===== src/rtl/instr_sequencer.sv =====
// rtl/instr_sequencer.sv - four-state fetch/decode/exec/writeback sequencer; optional single-step gating via SEQ_STEP_EN
module instr_sequencer (
    input  logic       clk,
    input  logic       reset,
    output logic [7:0] imem_addr,
    output logic       imem_req,
    input  logic       imem_ack,
    input  logic [7:0] imem_data,
    output logic [1:0] read_register1,
    output logic [1:0] read_register2,
    input  logic [7:0] read_data1,
    input  logic [7:0] read_data2,
    output logic [1:0] write_register,
    output logic [7:0] write_data,
    output logic       reg_write,
    output logic [7:0] pc,
    output logic [1:0] state,
    output logic       zero_flag,
    output logic       carry_flag
`ifdef SEQ_STEP_EN
    ,
    input  logic       step
`endif
);

    typedef enum logic [1:0] {
        S_FETCH  = 2'b00,
        S_DECODE = 2'b01,
        S_EXEC   = 2'b10,
        S_WB     = 2'b11
    } state_t;

    localparam logic [1:0] OP_ADD = 2'b00;
    localparam logic [1:0] OP_SUB = 2'b01;
    localparam logic [1:0] OP_LI  = 2'b10;
    localparam logic [1:0] OP_BEQ = 2'b11;

    state_t     cur_state;
    state_t     nxt_state;
    logic [7:0] ir;
    logic       br_taken;
    logic       fetch_go;
    logic       accept;
    logic [8:0] add_sum;
    logic [8:0] sub_diff;
    logic [1:0] opcode;

`ifdef SEQ_STEP_EN
    logic step_pending;

    // Pulses seen in any state collapse into one pending permission to fetch.
    always_ff @(posedge clk) begin
        if (reset) begin
            step_pending <= 1'b0;
        end else begin
            step_pending <= step | (step_pending & ~accept);
        end
    end

    assign fetch_go = step_pending;
`else
    assign fetch_go = 1'b1;
`endif

    assign opcode         = ir[7:6];
    assign accept         = (cur_state == S_FETCH) && fetch_go && imem_ack;
    assign add_sum        = {1'b0, read_data1} + {1'b0, read_data2};
    assign sub_diff       = {1'b0, read_data1} - {1'b0, read_data2};
    assign imem_addr      = pc;
    assign read_register1 = ir[5:4];
    assign read_register2 = ir[3:2];
    assign write_register = ir[1:0];
    assign state          = cur_state;

    always_comb begin
        nxt_state = cur_state;
        imem_req  = 1'b0;
        reg_write = 1'b0;
        case (cur_state)
            S_FETCH: begin
                imem_req = fetch_go;
                if (accept) begin
                    nxt_state = S_DECODE;
                end
            end
            S_DECODE: nxt_state = S_EXEC;
            S_EXEC:   nxt_state = S_WB;
            S_WB: begin
                // Gating with reset cancels a write caught mid-WB.
                reg_write = (opcode != OP_BEQ) && !reset;
                nxt_state = S_FETCH;
            end
            default:  nxt_state = S_FETCH;
        endcase
    end

    always_ff @(posedge clk) begin
        if (reset) begin
            cur_state  <= S_FETCH;
            pc         <= 8'd0;
            ir         <= 8'd0;
            write_data <= 8'd0;
            zero_flag  <= 1'b0;
            carry_flag <= 1'b0;
            br_taken   <= 1'b0;
        end else begin
            cur_state <= nxt_state;
            if (accept) begin
                ir <= imem_data;
            end
            if (cur_state == S_EXEC) begin
                br_taken <= 1'b0;
                case (opcode)
                    OP_ADD: begin
                        write_data <= add_sum[7:0];
                        carry_flag <= add_sum[8];
                        zero_flag  <= (add_sum[7:0] == 8'd0);
                    end
                    OP_SUB: begin
                        write_data <= sub_diff[7:0];
                        carry_flag <= sub_diff[8];
                        zero_flag  <= (sub_diff[7:0] == 8'd0);
                    end
                    OP_LI: begin
                        write_data <= {4'b0000, ir[5:2]};
                    end
                    default: begin
                        br_taken <= (read_data1 == read_data2);
                    end
                endcase
            end
            // Branch offset is a signed 2-bit field relative to pc+1.
            if (cur_state == S_WB) begin
                if (br_taken) begin
                    pc <= pc + 8'd1 + {{6{ir[1]}}, ir[1:0]};
                end else begin
                    pc <= pc + 8'd1;
                end
            end
        end
    end

endmodule

===== config.mk =====
export PLATFORM = sky130hd
export DESIGN_NAME = instr_sequencer
export DESIGN_NICKNAME = d
export VERILOG_FILES = /design/src/rtl/instr_sequencer.sv
export SDC_FILE = /design/constraint.sdc
export NUM_CORES = 1
export LEC_CHECK = 0
export ABC_AREA = 0
export CAP_MARGIN = 25
export CORE_MARGIN = 5
export CORE_UTILIZATION = 30
export DETAILED_ROUTE_END_ITERATION = 8
export SYNTH_ARGS = -nofsm -noshare
export SYNTH_HDL_FRONTEND = slang
export SYNTH_SLANG_ARGS = --single-unit

===== constraint.sdc =====
create_clock -name clk -period 2.9 [get_ports clk]
set_input_delay 0.58 -clock clk [delete_from_list [all_inputs] [get_ports clk]]
set_output_delay 0.58 -clock clk [all_outputs]
set_load 0.03 [all_outputs]

Yosys cells after proc, flatten, opt, wreduce, memory -nomap -nowiden:

Cells that the tools add are included.

* word-level logic and storage cells: 40
* output and inout port bits: 36
* register bits: 29
* bits of input ports: 27

* muxes and demuxes: 9
* add/subtract/negate cells: 4
* equal/unequal tests: 8
* reduce and logical (&&, ||, !) cells: 12

Operators by type and width (number)
* $pmux W8 S3: 1
* $logic_not A8 Y1: 2
* $add A8 B8 Y9: 1
* $sub A8 B8 Y9: 1
* $add A8 B1 Y8 const B: 1
* $add A8 B8 Y8: 1
* $eq A8 B8 Y1: 1
* $mux W8: 1
* $pmux W2 S4: 1
* $eq A2 B2 Y1 const B: 3
* $eq A2 B1 Y1 const B: 2
* $logic_not A2 Y1: 2
* $ne A2 B2 Y1 const B: 2
* $pmux W1 S2: 2
* $reduce_and A2 Y1: 2
* $mux W1: 3
* $reduce_bool A3 Y1: 1
* $reduce_or A3 Y1: 1
* $logic_and A1 B1 Y1: 2
* $mux W2: 1
* $reduce_bool A2 Y1: 1
* $logic_not A1 Y1: 1

Logic depth before layout (Yosys ltp):

* depth in word-level cells: 4
* gate-level depth with buffers: 12
* gate-level depth less buffers: 12

Worst setup path after synthesis:

No wires, ideal clock.

* path type: register to register
* from: register pc[0] (netlist: imem_addr[0])
* to: register pc[7] (netlist: imem_addr[7])
* period minus slack after synthesis: 2616 ps
* path slack: 284 ps
* cell stages (with the launch flop): 12
* library setup time: 134 ps
* data arrival time: 2483 ps
* buffers on the path: 0
* required time: 2766 ps
* cell sequence: dfxtp_1 ha_1 and3_1 xnor2_1 ha_1 nand3_1 o211ai_2 o41ai_2 mux2i_1 xnor2_1 a21o_1 a21oi_1

* word-level cells in the longest chain between the ends: 3

RTL lines
* start: declaration: line 16 `output logic [7:0] pc,`
* start signal: assignment: line 135 `pc <= pc + 8'd1 + {{6{ir[1]}}, ir[1:0]};`
* start signal: assignment: line 137 `pc <= pc + 8'd1;`
* $add A8 B1 Y8 *: line 135, 137
* $add A8 B8 Y8: line 135
* $mux W8 *: line 134 `if (br_taken) begin`

Every way passes the cells marked *; elsewhere a longest branch is shown, timed or not.
A chain may end at the register's enable or synchronous reset.

Worst setup path in the final report:

* from: input read_data1[0]
* to: register write_data[6]

* word-level cells in the longest chain between the ends: 2
* elaborated cells between the ends (all ways): 3
* those cells by class: add/sub (2); mux (1)

RTL lines
* start: declaration: line 11 `input logic [7:0] read_data1,`
* $sub A8 B8 Y9 or $add A8 B8 Y9 (tied branches): line 68, 67
* $pmux W8 S3 *: line 113 `case (opcode)`
* end signal: assignment: line 115 `write_data <= add_sum[7:0];`
* end signal: assignment: line 120 `write_data <= sub_diff[7:0];`
* end signal: assignment: line 125 `write_data <= {4'b0000, ir[5:2]};`
* end: declaration: line 14 `output logic [7:0] write_data,`

Marks and branches as above.

==> impl_results.md <==
* Layout area overhead at 29.2%
* Die Footprint at roughly 11000 µm²
* CP Max Fanout at 2
* Max-slew violations at 0
* Worst-margin pin slew at 0.606 ns
* Slew headroom at 0.596
* Die height at 105 µm
* CTS Hold Buffers Added at 0
* Worst Path Arrival at 2.83 ns
* Hold_sp: carry_flag$_SDFFE_PP0P_
* Worst Setup Path Type: input port to flip-flop
* Clock Tree Buf Depth at 2
* Vias in the first global route at 2445
* Static leakage at 0.00142 µW
* Mean number of vias per cell at 4.89
* Largest area contributor in the netlist: dfxtp_1
* Most frequent cells in the layout: clkdlybuf4s50_1 (61), nor2_1 (33), ha_1 (33)
* Kind of end point of the critical path: flip-flop
* Hold Path Class: flip-flop to flip-flop
* Count of final hold-check violations at 0
* HPWL Detailed at 5620 µm
* Outcome: completed
* Worst-Skew Late Latency at 0.28 ns
* Clk root buf: clkbuf_8
* Global-route wire length before repair at around 12000 µm
* Total design power at around 2100 µW
* Ratio of final minimum period to clock period at 0.915
* Drt pass-1 iters at 4
* IO buf count at 62
* Synth top area cells: dfxtp_1 (21%), ha_1 (15%), a21oi_1 (5.1%)
* Post-layout util at 0.400
* Initial antenna violation count at 0
* DR iter-0 viols at around 130
* Max-cap viol count at 0
* Setup violations, final at 0
* DR vias at 2467
* # IOs at 63
* Largest net degree at the start of global routing at 22
* Die W at around 110 µm
* Gr usage total at 0.123
* Commonest non-fill, non-tap cell in the layout: clkdlybuf4s50_1
* Netlist cell types at 63
* CTS Buf Count at 5
* Post-synth EDFFs at 0
* Core Footprint at 8810 µm²
* Starting Density at 0.309
* Wire per inst at 13.6 µm
* Reg2reg end: imem_addr[7]$_SDFFE_PP0P_
* Residual DRC at 0
* RSZ-0062 raised after global routing: no
* Worst-path clk slew at 0.07 ns
* Post-DRT Antenna Nets at 0
* Worst flop-to-flop path startpoint: imem_addr[0]$_SDFFE_PP0P_
* Async SR Flop Fraction at 0
* Worst clock skew at 0.00712 ns
* FP Rows at 34
* Data required time of the worst path at 3.08 ns
* Grt ovf at 0
* R2r worst-path depth at 11
* Fmax at 377 MHz
* CTS resizes at 0
* Worst IR Drop VDD at 0.300 mV
* Mean Syn Cell Area at 8.06 µm²
* Synth Flop Type: dfxtp_1
* Worst hold path depth at 2
* RD Place Congestion at 0.868
* ANT cells at 0
* Worst setup SP type: input port
* Internal reg-to-reg setup slack at around 0.37 ns
* Setup Fix Bufs, Post-CTS at 0
* Final worst path period need at 2.65 ns
* CTS tree: done
* Seq/Total Area, Yosys at 0.213
* Synthesized instance count at between 300 and 400
* Worst Setup SP: read_data1[0]
* Final net count at 458
* Seq cells post-synth at 29
* Worst Hold End: carry_flag$_SDFFE_PP0P_
* Syn Std Cell Area at 2730 µm²
* Fraction of layout instances using a drive strength above 1 at 0.119
* Mapped Nets at between 400 and 500
* Total Wirelength at roughly 6900 µm
* Clock Sinks at 29
* Pwr/cell area at 585 nW/µm²
* Synth top area share at 0.213
* Ys Warns at 0
* H-tree Lvls at 2
## through the flow
stage	std cells	hold WS (ns)	TNS (ns)	setup WS, ns	cell area (µm²)
4_1_cts	504	0.478	0	0.231	3520
2_1_floorplan	338	0.450	0	0.284	2730
5_1_grt	504	0.499	0	0.0954	3520
6_report	504	0.475	0	0.248	3520
3_5_place_dp	496	0.463	-0.133	-0.0586	3420
3_3_place_gp	496	0.460	-0.0164	-0.0102	3420
## flip-flops by register name, indices dropped and copies added, names as in the netlist
name / cells
ir: 8
carry_flag: 1
imem_addr: 8
write_data: 8
br_taken: 1
zero_flag: 1
state: 2
## cells in the mapped netlist (all sizes together), types with 5 or more instances
| cell type | n |
|---|---|
| clkbuf | 8 |
| nor3 | 9 |
| a21oi | 30 |
| mux2i | 5 |
| buf | 20 |
| ha | 33 |
| xnor2 | 13 |
| inv | 28 |
| nand3 | 17 |
| nand2 | 26 |
| o21ai | 13 |
| nand2b | 11 |
| dfxtp | 29 |
| nor2 | 33 |
## worst max path at each step
stage / slack (ns) / end
finish: 0.25 / write_data[6]$_SDFFE_PP0P_
CTS: 0.23 / write_data[6]$_SDFFE_PP0P_
global placement: -0.01 / write_data[6]$_SDFFE_PP0P_
global route: 0.1 / write_data[6]$_SDFFE_PP0P_
detailed placement: -0.06 / write_data[6]$_SDFFE_PP0P_
floorplan: 0.28 / imem_addr[7]$_SDFFE_PP0P_
## power breakdown
part           internal (µW)  leakage (µW)  switching [µW]  total [µW]
registers                482      0.000236            74.2         556
logic                    470       0.00113             657        1130
clock network            215     0.0000542             164         378
total                   1170       0.00142             895        2060
## per-layer routing
metal,track usage,vias up,routed length (µm)
li1,-,1276,-
met1,0.154,1131,3140
met2,0.217,53,3390
met3,0.0287,7,297
met4,0.0187,0,49
met5,0,-,0
## worst max-delay path, stage by stage
cell,delay (ns)
clkdlybuf4s50_1,0.42
ha_1,0.24
fa_1,0.44
nand2b_4,0.10
a21oi_2,0.06
o21bai_2,0.16
a211oi_2,0.09
a2111oi_2,0.42
o221a_2,0.27
nor3_2,0.04
## cells by family after synthesis
| logic type | after synthesis | share of synthesized area |
|---|---|---|
| XOR/XNOR | 17 | 0.0546 |
| AND/OR/NAND/NOR | 114 | 0.214 |
| multiplexers | 5 | 0.0184 |
| AO/OA/AOI/OAI | 81 | 0.222 |
| buffers and inverters | 56 | 0.104 |
| flip-flops | 29 | 0.213 |
| adder cells (fa/ha/maj) | 36 | 0.174 |
## final cells by class
cell class | count | area (µm²)
timing repair buffer | 78 | 738
multi-input combinational | 253 | 1860
clock buffer | 7 | 96.3
tap | 108 | 135
inverter | 28 | 105
fill | 879 | 5290
clock inverter | 1 | 5.00
sequential | 29 | 581
(Power assumes the default switching activity.)
